===== config.mk =====
export PLATFORM = sky130hd
export DESIGN_NAME = pipeline_hazard_controller
export DESIGN_NICKNAME = d
export VERILOG_FILES = /design/src/rtl/pipeline_hazard_controller.sv
export SDC_FILE = /design/constraint.sdc
export NUM_CORES = 1
export LEC_CHECK = 0
export BUFFER_PORTS_ARGS = -buffer_cell sky130_fd_sc_hd__buf_2
export CAP_MARGIN = 20
export CORE_MARGIN = 4
export CORE_UTILIZATION = 42
export DETAILED_ROUTE_END_ITERATION = 16
export GPL_TIMING_DRIVEN = 0
export HOLD_SLACK_MARGIN = 0.12
export PLACE_DENSITY = 0.81
export REMOVE_ABC_BUFFERS = 1
export SLEW_MARGIN = 20
export SYNTH_ARGS = -nofsm -noshare
export SYNTH_HDL_FRONTEND = slang
export SYNTH_SLANG_ARGS = --single-unit

===== constraint.sdc =====
create_clock -name clk -period 1.8 [get_ports clk]
set_input_delay 0.18 -clock clk [delete_from_list [all_inputs] [get_ports clk]]
set_output_delay 0.18 -clock clk [all_outputs]
set_load 0.005 [all_outputs]

===== src/rtl/pipeline_hazard_controller.sv =====
// RAW-hazard stall and taken-branch flush/redirect sequencer for a 5-stage MIPS pipeline.
// Define HAZARD_STATS_EN to build the stall/flush statistics counters.
module pipeline_hazard_controller #(
    parameter bit          WB_BYPASS   = 1'b1,
    parameter int unsigned STALL_LIMIT = 15
) (
    input  logic        clk,
    input  logic        reset,
    input  logic        id_valid,
    input  logic [4:0]  id_rs,
    input  logic [4:0]  id_rt,
    input  logic        id_uses_rs,
    input  logic        id_uses_rt,
    input  logic        ex_valid,
    input  logic        ex_reg_write,
    input  logic [4:0]  ex_dst,
    input  logic        mem_valid,
    input  logic        mem_reg_write,
    input  logic [4:0]  mem_dst,
    input  logic        wb_valid,
    input  logic        wb_reg_write,
    input  logic [4:0]  wb_dst,
    input  logic        mem_redirect,
    input  logic [31:0] mem_redirect_pc,
    output logic        pc_write,
    output logic        pc_sel_redirect,
    output logic [31:0] redirect_pc,
    output logic        if_id_write,
    output logic        if_id_flush,
    output logic        id_ex_flush,
    output logic        ex_mem_flush,
    output logic        id_ex_bubble,
    output logic        stall_active,
    output logic        hazard_error,
    output logic [15:0] stall_count,
    output logic [15:0] flush_count
);

    typedef enum logic [1:0] {S_RUN, S_STALL, S_REDIRECT} state_t;

    state_t      r_state;
    logic [31:0] r_redirect_pc;
    logic [7:0]  r_stall_cnt;
    logic        r_hazard_error;

    logic        w_hz;
    logic        w_rd;
    logic        w_active;
    logic        w_take_rd;
    logic        w_stall;
    logic        w_limit_hit;
    logic [8:0]  w_cnt_plus;

    // $zero is never a real dependency, whatever an older instruction claims to write.
    function automatic logic src_hit(input logic [4:0] src);
        logic hit;
        hit = ex_valid & ex_reg_write & (ex_dst == src);
        hit = hit | (mem_valid & mem_reg_write & (mem_dst == src));
        hit = hit | (!WB_BYPASS & wb_valid & wb_reg_write & (wb_dst == src));
        return (src != 5'd0) & hit;
    endfunction

    always_comb begin
        w_hz        = id_valid & ((id_uses_rs & src_hit(id_rs)) | (id_uses_rt & src_hit(id_rt)));
        w_rd        = mem_redirect & mem_valid;
        w_active    = !reset && (r_state != S_REDIRECT);
        w_take_rd   = w_active & w_rd;
        w_stall     = w_active & ~w_rd & w_hz;
        w_cnt_plus  = {1'b0, r_stall_cnt} + 9'd1;
        w_limit_hit = w_stall && (w_cnt_plus >= 9'(STALL_LIMIT));
    end

    always_comb begin
        pc_write        = 1'b0;
        pc_sel_redirect = 1'b0;
        if_id_write     = 1'b0;
        if_id_flush     = 1'b0;
        id_ex_flush     = 1'b0;
        ex_mem_flush    = 1'b0;
        id_ex_bubble    = 1'b0;
        stall_active    = 1'b0;
        if (reset) begin
            if_id_flush  = 1'b1;
            id_ex_flush  = 1'b1;
            ex_mem_flush = 1'b1;
        end else if (r_state == S_REDIRECT) begin
            pc_sel_redirect = 1'b1;
            pc_write        = 1'b1;
            if_id_write     = 1'b1;
            if_id_flush     = 1'b1;
        end else if (w_rd) begin
            if_id_flush  = 1'b1;
            id_ex_flush  = 1'b1;
            ex_mem_flush = 1'b1;
        end else if (w_hz) begin
            id_ex_bubble = 1'b1;
            stall_active = 1'b1;
        end else begin
            pc_write    = 1'b1;
            if_id_write = 1'b1;
        end
    end

    always_ff @(posedge clk) begin
        if (reset) begin
            r_state        <= S_RUN;
            r_redirect_pc  <= 32'd0;
            r_stall_cnt    <= 8'd0;
            r_hazard_error <= 1'b0;
        end else if (r_state == S_REDIRECT) begin
            r_state <= S_RUN;
        end else if (w_rd) begin
            r_state       <= S_REDIRECT;
            r_redirect_pc <= mem_redirect_pc;
            r_stall_cnt   <= 8'd0;
        end else if (w_hz) begin
            r_state     <= S_STALL;
            r_stall_cnt <= (r_stall_cnt == 8'hFF) ? 8'hFF : w_cnt_plus[7:0];
            if (w_limit_hit)
                r_hazard_error <= 1'b1;
        end else begin
            r_state     <= S_RUN;
            r_stall_cnt <= 8'd0;
        end
    end

    assign redirect_pc  = r_redirect_pc;
    // The limit-reaching stall cycle itself already reports the error.
    assign hazard_error = r_hazard_error | w_limit_hit;

`ifdef HAZARD_STATS_EN
    logic [15:0] r_stall_count;
    logic [15:0] r_flush_count;

    always_ff @(posedge clk) begin
        if (reset) begin
            r_stall_count <= 16'd0;
            r_flush_count <= 16'd0;
        end else begin
            if (w_stall && r_stall_count != 16'hFFFF)
                r_stall_count <= r_stall_count + 16'd1;
            if (w_take_rd && r_flush_count != 16'hFFFF)
                r_flush_count <= r_flush_count + 16'd1;
        end
    end

    assign stall_count = r_stall_count;
    assign flush_count = r_flush_count;
`else
    assign stall_count = 16'd0;
    assign flush_count = 16'd0;
`endif

endmodule


==> summary.md <==
| Metric | Value |
|---|---|
| Status | complete, but fails checks |
| Clock power frac | 31.8% |
| Mean post-synth cell area | a little over 9 um2 |
| Die Width | 79.5 um |
| Detail Route Antenna Nets | 0 |
| Core ar. | 4850 um2 |
| Number of diodes | 0 |
| Routed length per instance | 14.1 um |
| Io pins | 142 |
| DP Cell Count | between 300 and 400 |
| Worst Hold Class | input pin to flip-flop |
| Count leader, synth | dfxtp_1 |
| First-pass GRT wire length | roughly 9500 um |
| Number of CTS-inserted buffers | 5 |
| Critical Path Start Type | flip-flop |
| Vias in the first global route | 2,029 |
| Setup CP Type | flip-flop to primary output |
| Area grow syn2layout | 45.0% |
| Die area | roughly 6300 um2 |
| Crit path from | r_stall_cnt[0] |
| RSZ-0062 raised after global routing | true |
| Commonest cells in the netlist | dfxtp_1, buf_4, a22o_1 |
| PD cells | 637 nW/um2 |
| Row Count | 25 |
| Yosys cell types | 35 |
| Final HPWL DP | 4120 um |
| Fin cells | 434 |
| Setup ws final | -0.0851 ns |
| Vias | between 2,000 and 2,500 |
| Final instance area | 3110 um2 |
| CTS Buffer Depth | 2 |
| IO Port Bufs | 102 |
| Max VDD drop | 0.000368 V |
| Initial Util | 44.2% |
| Skew-Pair Late Insertion Delay | 0.30 ns |
| Routability Congestion | 0.876 |
| F_max | 530 MHz |
| Switching share of power | 27.0% |
| Top_reg_cell synth | dfxtp_1 |
| All-Layer GR Usage | 19.1% |
| Reg-to-reg startpoint | r_state[0] |
| Cells after synthesis | 232 |
| Ys Warns | 0 |
| Leak | 0.00149 uW |
| Chip Height | 79.5 um |
| GR Overflow Total | 0 |
| Register share of total power | 50.6% |
| CTS sink cnt | 43 |
| CTS Root Cell | clkbuf_8 |
| WP data required | 1.62 ns |
| Crit path DAT | 1.71 ns |
| Slew Viols, Final | 0 |
| MaxCap Viol Count | 0 |
| # H-tree levels | 2 |
| Slew @ Worst Pin | 0.748 ns |
| Cell area after placement | 2580 um2 |
| Largest net degree at the start of global routing | 34 |
| 1st-pass router iterations | 4 |
| Final hold vios | 0 |
| Initial antenna violation count | 0 |
| Worst-path clk slew | 0.09 ns |
| Area contributors post-synth | dfxtp_1, a22o_1, buf_4 |
| Post-synth top area cell | dfxtp_1 |
| Top cell type's share of synthesized area | 40.1% |
| Minimum clock period | about 1.9 ns |
| Cell Int Power | 1450 uW |
| Failing checks | setup timing |
| Final nets | between 400 and 500 |
| Layout cells sized above 1 | 37.3% |
| First DRT Iteration DRCs | 78 |
| Crit-path max FO | 5 |
| Net Switching | between 500 and 600 uW |
| Syn Std Cell Area | 2140 um2 |
| DR vias/cell | a little under 5 |
| Post-synth ARST share | 0% |
| Finish-stage setup viols | 1 |
| Hold_sp | reset |
| Crit end category | primary output |
| Total chip power | 1980 uW |
| DRC violations left | 0 |
| Flops & latches, synth | 43 |
| Post-route clock skew | 0.00682 ns |
| Fin Hold WS | 0.188 ns |
| Post-synth EDFFs | 0 |
| CTS tree | done |
| Seq/Total Area, Yosys | 40.1% |
| Dpl ws | -0.259 ns |
| Logic gate share of total power | 17.6% |
| Final WL | 6110 um |
| Slew headroom | 50.0% |
| Final period utilization | 105% |
-- final timing paths --
check	end	slack, ns	cells after the start
min	r_hazard_error	0.19	2
min reg2reg	redirect_pc[17]	0.48	1
max reg2reg	redirect_pc[13]	0.25	4
max	hazard_error	-0.09	9
-- flip-flops by register name, indices dropped and copies added, names as in the netlist --
signal          count
redirect_pc        32
r_state             2
r_hazard_error      1
r_stall_cnt         8
-- logic make-up (layout without fill, tap and decap cells) --
group	after synthesis	in the layout	share of synthesized area [%]
fa+ha+maj	2	2	1.17
xor+xnor	20	20	8.17
simple gates	47	47	10.6
other cells	1	32	0.175
buf+inv	54	158	16.0
mux	1	1	0.467
flops	43	43	40.1
compound gates	64	64	23.2
-- metrics by stage --
| step | util, % | TNS [ns] |
|---|---|---|
| 2_1_floorplan | - | -14.19 |
| 6_report | 64.2 | -0.0851 |
| 3_3_place_gp | 52.5 | -41.27 |
| 3_5_place_dp | 53.3 | -1.66 |
| 5_1_grt | 64.2 | -0.321 |
| 4_1_cts | 63.7 | -0.112 |
-- critical path: stages (launching register included) --
cell       delay, ns
dfxtp_4         0.39
inv_2           0.05
ha_4            0.26
a2bb2oi_2       0.12
o21ai_1         0.08
nand2_1         0.06
nand4_1         0.11
a31oi_2         0.18
inv_1           0.05
buf_2           0.12
-- final cells by class --
| class | count | area (um2) |
|---|---|---|
| clock buffer | 5 | 68.8 |
| clock inverter | 3 | 23.8 |
| fill | 405 | 1740 |
| inverter | 9 | 33.8 |
| multi-input combinational | 166 | 1140 |
| sequential | 43 | 870 |
| tap | 67 | 83.8 |
| timing repair buffer | 141 | 891 |
-- metal layers --
metal	global-route usage [%]	up-vias	wire [um]
met5	0	-	0
met4	8.08	0	176
met3	3.84	21	386
met2	34.6	93	3220
met1	21.4	1000	2320
li1	-	1028	-
-- placed cells by master (no fill, tap or decap), drive strengths merged --
master	count
a21bo	1
a21oi	3
a22o	34
a22oi	2
a2bb2oi	1
a31oi	10
and3	2
buf	109
clkbuf	5
clkinvlp	2
conb	32
dfxtp	43
dlygate4sd3	32
ha	2
inv	10
mux2i	1
nand2	11
nand2b	2
nand3	7
nand3b	1
nand4	2
nor2	13
nor3	1
nor4	4
o211ai	1
o21ai	9
o22ai	1
o2bb2ai	2
or2	1
or3	1
or4	2
xor2	20
-- power by group through the flow --
stage          Sequential [uW]  Combinational [uW]  Clock [uW]
6_report                  1000                 349         629
5_1_grt                   1010                 383         683
4_1_cts                   1000                 341         651
3_5_place_dp              1030                 277           0
3_3_place_gp              1020                 263           0
2_1_floorplan             1030                 113           0
-- timing repair --
| item | CTS | global route |
|---|---|---|
| endpoints found under the hold margin | 32 | 0 |
| pin swaps | 6 | 3 |
| setup endpoints to repair | 7 | 6 |
| resized for setup | 15 | 5 |
| buffers inserted | 5 | 1 |
| hold buffers | 32 | 0 |
| cloned | 0 | 0 |
Note: power is estimated with default switching activity, not from simulation.
